--- src/rtl/adder_serial_nbit.sv ---
// Bit-serial unsigned adder: one full-adder cell (two half adders) processes one operand bit per
// clock, LSB first, with the carry held in a flop between bits.

module adder_half_1bit (
    input  logic input_a,
    input  logic input_b,
    output logic output_sum,
    output logic output_carry
);

    always_comb begin
        output_sum   = input_a ^ input_b;
        output_carry = input_a & input_b;
    end

endmodule

module adder_serial_nbit #(
    parameter int unsigned WIDTH = 8
) (
    input  logic             Clk,
    input  logic             Reset,
    input  logic             input_start,
    input  logic [WIDTH-1:0] input_a,
    input  logic [WIDTH-1:0] input_b,
    output logic             output_busy,
    output logic             output_done,
    output logic [WIDTH-1:0] output_sum,
    output logic             output_carry
);

    localparam int unsigned CntW = (WIDTH > 1) ? $clog2(WIDTH) : 1;
    localparam logic [CntW-1:0] LastCnt = CntW'(WIDTH - 1);

    typedef enum logic [1:0] {StIdle, StBusy, StDone} state_e;

    state_e           state_q, state_d;
    logic [WIDTH-1:0] a_sh_q, a_sh_d;
    logic [WIDTH-1:0] b_sh_q, b_sh_d;
    logic [WIDTH-1:0] sum_sh_q, sum_sh_d;
    logic [WIDTH-1:0] sum_q, sum_d;
    logic [CntW-1:0]  cnt_q, cnt_d;
    logic             carry_q, carry_d;
    logic             cout_q, cout_d;

    logic             ha0_sum, ha0_carry;
    logic             fa_sum, ha1_carry;
    logic             fa_carry;
    logic [WIDTH-1:0] sum_sh_shift;

    adder_half_1bit u_ha0 (
        .input_a      (a_sh_q[0]),
        .input_b      (b_sh_q[0]),
        .output_sum   (ha0_sum),
        .output_carry (ha0_carry)
    );

    adder_half_1bit u_ha1 (
        .input_a      (ha0_sum),
        .input_b      (carry_q),
        .output_sum   (fa_sum),
        .output_carry (ha1_carry)
    );

    assign fa_carry = ha0_carry | ha1_carry;

    // New sum bit enters at the MSB so after WIDTH shifts the LSB lands in bit 0.
    if (WIDTH == 1) begin : g_w1
        assign sum_sh_shift = fa_sum;
    end else begin : g_wn
        assign sum_sh_shift = {fa_sum, sum_sh_q[WIDTH-1:1]};
    end

    always_comb begin
        state_d  = state_q;
        a_sh_d   = a_sh_q;
        b_sh_d   = b_sh_q;
        sum_sh_d = sum_sh_q;
        sum_d    = sum_q;
        cnt_d    = cnt_q;
        carry_d  = carry_q;
        cout_d   = cout_q;

        unique case (state_q)
            StIdle, StDone: begin
                if (input_start) begin
                    a_sh_d   = input_a;
                    b_sh_d   = input_b;
                    sum_sh_d = '0;
                    cnt_d    = '0;
                    carry_d  = 1'b0;
                    state_d  = StBusy;
                end else begin
                    state_d = StIdle;
                end
            end
            StBusy: begin
                sum_sh_d = sum_sh_shift;
                carry_d  = fa_carry;
                a_sh_d   = a_sh_q >> 1;
                b_sh_d   = b_sh_q >> 1;
                cnt_d    = cnt_q + 1'b1;
                if (cnt_q == LastCnt) begin
                    sum_d   = sum_sh_shift;
                    cout_d  = fa_carry;
                    state_d = StDone;
                end
            end
            default: state_d = StIdle;
        endcase
    end

    always_ff @(posedge Clk) begin
        if (Reset) begin
            state_q  <= StIdle;
            a_sh_q   <= '0;
            b_sh_q   <= '0;
            sum_sh_q <= '0;
            sum_q    <= '0;
            cnt_q    <= '0;
            carry_q  <= 1'b0;
            cout_q   <= 1'b0;
        end else begin
            state_q  <= state_d;
            a_sh_q   <= a_sh_d;
            b_sh_q   <= b_sh_d;
            sum_sh_q <= sum_sh_d;
            sum_q    <= sum_d;
            cnt_q    <= cnt_d;
            carry_q  <= carry_d;
            cout_q   <= cout_d;
        end
    end

    assign output_busy  = (state_q == StBusy);
    assign output_done  = (state_q == StDone);
    assign output_sum   = sum_q;
    assign output_carry = cout_q;

endmodule

--- config.mk ---
export PLATFORM = sky130hd
export DESIGN_NAME = adder_serial_nbit
export DESIGN_NICKNAME = d
export VERILOG_FILES = /design/src/rtl/adder_serial_nbit.sv
export SDC_FILE = /design/constraint.sdc
export NUM_CORES = 1
export LEC_CHECK = 0
export BUFFER_PORTS_ARGS = -buffer_cell sky130_fd_sc_hd__buf_2
export CORE_UTILIZATION = 58
export DETAILED_ROUTE_END_ITERATION = 8
export PLACE_DENSITY = 0.92
export RECOVER_POWER = 100
export SYNTH_ARGS = -nofsm -noshare
export SYNTH_HDL_FRONTEND = slang
export SYNTH_SLANG_ARGS = --single-unit
--- constraint.sdc ---
create_clock -name Clk -period 2.9 [get_ports Clk]
set_input_delay 0.58 -clock Clk [delete_from_list [all_inputs] [get_ports Clk]]
set_output_delay 0.58 -clock Clk [all_outputs]
set_load 0.1 [all_outputs]
* After elaboration in Yosys (flattened, before gate mapping)
Index checks and enable logic that the tools add are counted.
** Storage, ports and cells
- Bits in registers :: 39
- Output and inout bits :: 11
** Cells by class
- Eq/ne operators :: 5
- Muxes and demuxes :: 13
- Reductions and logical operators :: 5
- Bitwise logic cells :: 5
- Add/subtract/negate cells :: 1
** Operators by type and width (count)
- 8-bit one-hot mux with 2 select lines :: 3
- 8-bit 2-to-1 mux :: 3
- 3-bit one-hot mux with 2 select lines :: 1
- 2-bit one-hot mux with 2 select lines :: 1
- 2-bit AND reduction :: 2
- 3-bit by 1-bit adder with 3-bit output, second input constant :: 1
- 3-bit == test, second input constant :: 1
- 3-bit 2-to-1 mux :: 1
- 1-bit AND :: 2
- 2-bit by 1-bit == test with 1-bit output, second input constant :: 1
- 2-bit == test, second input constant :: 1
- 2-bit logical NOT :: 1
- 1-bit 2-to-1 mux :: 2
- 2-bit 2-to-1 mux :: 1
- 2-bit by 1-bit != test with 1-bit output, second input constant :: 1
- 2-bit != test, second input constant :: 1
- 1-bit one-hot mux with 2 select lines :: 1
- 2-bit nonzero test :: 1
- 2-bit OR reduction :: 1
- 1-bit XOR :: 2
- 1-bit bitwise OR :: 1

* Longest topological paths before layout
- Word-level depth :: 4
- Gate-level depth with buffers :: 6
- Depth with buffers taken out :: 5

* Cells and area by module
From an unflattened synthesis, not the netlist that was laid out.
** Unflattened totals
- Cell total of the unflattened synthesis :: 190
- Area total of the unflattened synthesis :: 1591.5 um^2
** Modules (own cells, without submodules)
- adder_serial_nbit :: area an instance 1566.5 um^2, instances 1, seq. area each 760.7 um^2, cells each 188
- adder_half_1bit :: area an instance 12.5 um^2, instances 2, seq. area each 0.0 um^2, cells each 1

* Worst setup path before layout
OpenSTA, ideal clock, no wires.
- Path type :: reg-to-output
- From :: reg state_q[0]
- To :: out output_done
- Data required time :: 2.320 ns
- Slack :: 0.656 ns
- Path buffers :: 0
- Data arrival time :: 1.664 ns
- Cell stages (with the launch flop) :: 2
- Cell sequence :: dfxtp_1 nor2b_1
** Between the ends
- Cells in the longest elaborated chain, start to end :: 1
** Ends and longest elaborated chain
- start, declared :: RTL line 37 : state_e state_q, state_d;
- start signal, assigned :: RTL line 115 : state_q <= StIdle;
- start signal, assigned :: RTL line 124 : state_q <= state_d;
- 2-bit == test :: RTL line 136 : assign output_done = (state_q == StDone);
- end, declared :: RTL line 27 : output logic output_done,
No other way between the ends.

* Final worst setup path
- From :: reg state_q[1]
- To :: out output_done
Same word-level chain as after synthesis.

==> impl_metrics.toml <==
[setup_path]
cpPeakStageDelay_ns = 0.87
critPathKind = "reg2out"
path_cells = "nor2b_1, clkbuf_1"
critPathSlowestCell = "clkbuf_1"
endpoint_kind = "primary output"
r2r-start = "cnt_q[0]"
cp_max_fo = 3
critPathArrivalTime_ns = 1.71
crit_family = "buffers and inverters"
crit_start = "state_q[1]"
path_buf_inv = 1
start_kind = "register"
crit_required_ns = 2.32

[die]
die_w_um = 54.3
row_count = 18
die_area_sq_um = 2950
io_pins = 30
coreArea_sq_um = 2520
initial_core_util_pct = 63.0
die_h_um = 54.3

[clock_network]
numClockSinks = 38
cts_made_buffers = 5
root_buffer = "clkbuf_4"
cts.clk_slew.worst_paths_ns = 0.10
h-tree-depth = 2
cts_resized = 0
cts_tree = "built"
postCtsSetupBuffers = 0
hold_buffers = 0
clk_path_buf_depth = 2
clkLatencyLatePin_ns = 0.34

[cells_and_area]
num_antenna_cells = 0
final.fill_count = 222
final_cell_mix = "nand2_1 (49), dfxtp_1 (38), nand3_1 (22), a21oi_1 (22), buf_2 (18)"
fin_util_pct = 68.9
drive_above_1_share_pct = 16.2
nets = 233
area.growth.synth_to_final_pct = 9.45
final_common_cell = "nand2_1"

[drt]
ant_nets = 0
via_per_inst = 5.55
wl_per_cell_um = 12.4
drtPass1Iterations = 6
dr.first_iter.drc_count = 26
routed-via-count = 1333
drc_errors = 0
finalWirelength_um = 2980

[power]
p_leak_nw = 0.652
ir_drop_v = 0.000466
cellPowerDensity_nw_per_um2 = 549

[yosys]
yosys.area.top_type = "dfxtp_1"
yosysTopAreaCellShare_pct = 47.9
syn_inst = 189
syn_area_sq_um = 1590
ys_types = 18
synth_nets = 211
avgSynthCellArea_sq_um = 8.41
yosysWarnings = 0
ys_ff_latch = 38
yosysSeqAreaShare_pct = 47.9
synthTopCellsByArea = "dfxtp_1 (48%), nand2_1 (12%), a21oi_1 (6.9%), nand3_1 (6.9%), a311oi_2 (5.7%)"

[global_routing]
grt_pass1_wl_um = 4840
grt_max_degree = 43
grtUsageTotal_pct = 24.0
antenna_found_initial = 0
grt-ovfl-total = 0
grt_pass1_vias = 1133

[timing]
fin_crit_sh_pct = 79.1
worst_pin_slew_ns = 1.16
relSlewSlack_pct = 22.9
slew_violations = 0
timing.hold.ws_ns = 0.460
tns_ns = 0
fin_crit_ns = 2.29
worst_slack_ns = 0.606
clock.fmax_ghz = 0.436
finalHoldViolations = 0
clock_skew_ns = 0.00534
setup_viol = 0
rsz0062_at_grt = "false"

[place]
place.port_buffers = 29
post-dp-hpwl_um = 1860
pre_cts_slack_ns = 1.34
place_congestion = 0.746

[run]
cap_violations = 0

[hold_path]
min_from = "output_sum[6]"
min_path_type = "reg2reg"

[run_status]
outcome = "finished clean"
through the flow:
stage | instance area (sq um) | total power [mW] | instances
2_1_floorplan | 1590 | 0.675 | 189
3_3_place_gp | 1700 | 0.695 | 234
3_5_place_dp | 1700 | 0.698 | 234
4_1_cts | 1750 | 0.960 | 240
5_1_grt | 1740 | 0.995 | 240
6_report | 1740 | 0.954 | 240
routing by layer:
metal  part of all wire, %  vias up  track usage (%)
met2                    47       38             40.9
met3                   5.7        5             5.83
met4                   1.8        0             14.1
li1                      -      686                -
met5                     0        -                0
met1                    46      604             26.8
state kept, by name (all words and copies together) (netlist names):
signal	cells
a_sh_q	8
b_sh_q	8
carry_q	1
cnt_q	3
output_carry	1
output_sum	8
state_q	2
sum_sh_q	7
final cells by class:
| type | instances | area, sq um | share of cell area (%) |
|---|---|---|---|
| sequential | 38 | 761 | 43.7 |
| multi-input combinational | 133 | 716 | 41.2 |
| timing repair buffer | 32 | 170 | 9.78 |
| clock buffer | 6 | 51.3 | 2.95 |
| tap | 30 | 37.5 | 2.16 |
| inverter | 1 | 3.75 | 0.216 |
power breakdown:
group          internal (mW)  total (mW)  leakage [nW]  switching, mW
registers              0.547       0.562         0.310         0.0154
clock network          0.109       0.267        0.0302          0.158
logic                 0.0461       0.125         0.312         0.0789
total                  0.702       0.954         0.652          0.252
worst register-to-register path: stages (launching register included):
cell,delay [ns]
dfxtp_1,0.36
ha_1,0.15
ha_1,0.35
nand3b_1,0.33
nand2_1,0.16
a21oi_1,0.08
worst paths after layout:
| check | cells after the start | end | slack, ns |
|---|---|---|---|
| max | 2 | output_done | 0.61 |
| min | 2 | output_sum[6] | 0.46 |
| max reg2reg | 5 | output_sum[4] | 1.34 |
| min reg2reg | 2 | output_sum[6] | 0.46 |
kinds of logic after synthesis:
family	count (synthesis)	share of synthesized area (%)
AOI/OAI and AO/OA	37	17.5
and+or+nand+nor	93	24.7
DFF	38	47.9
adders and majority gates	3	2.83
buffers and inverters	18	7.09
cells in the mapped netlist, drive strengths merged:
master,instances
nand2,49
dfxtp,38
a21oi,22
nand3,22
nor2,16
a311oi,14
buf,13
clkbuf,4
nand2b,3
ha,2
nor2b,2
fa,1
inv,1
nand3b,1
o21a,1
(Power assumes the default switching activity.)
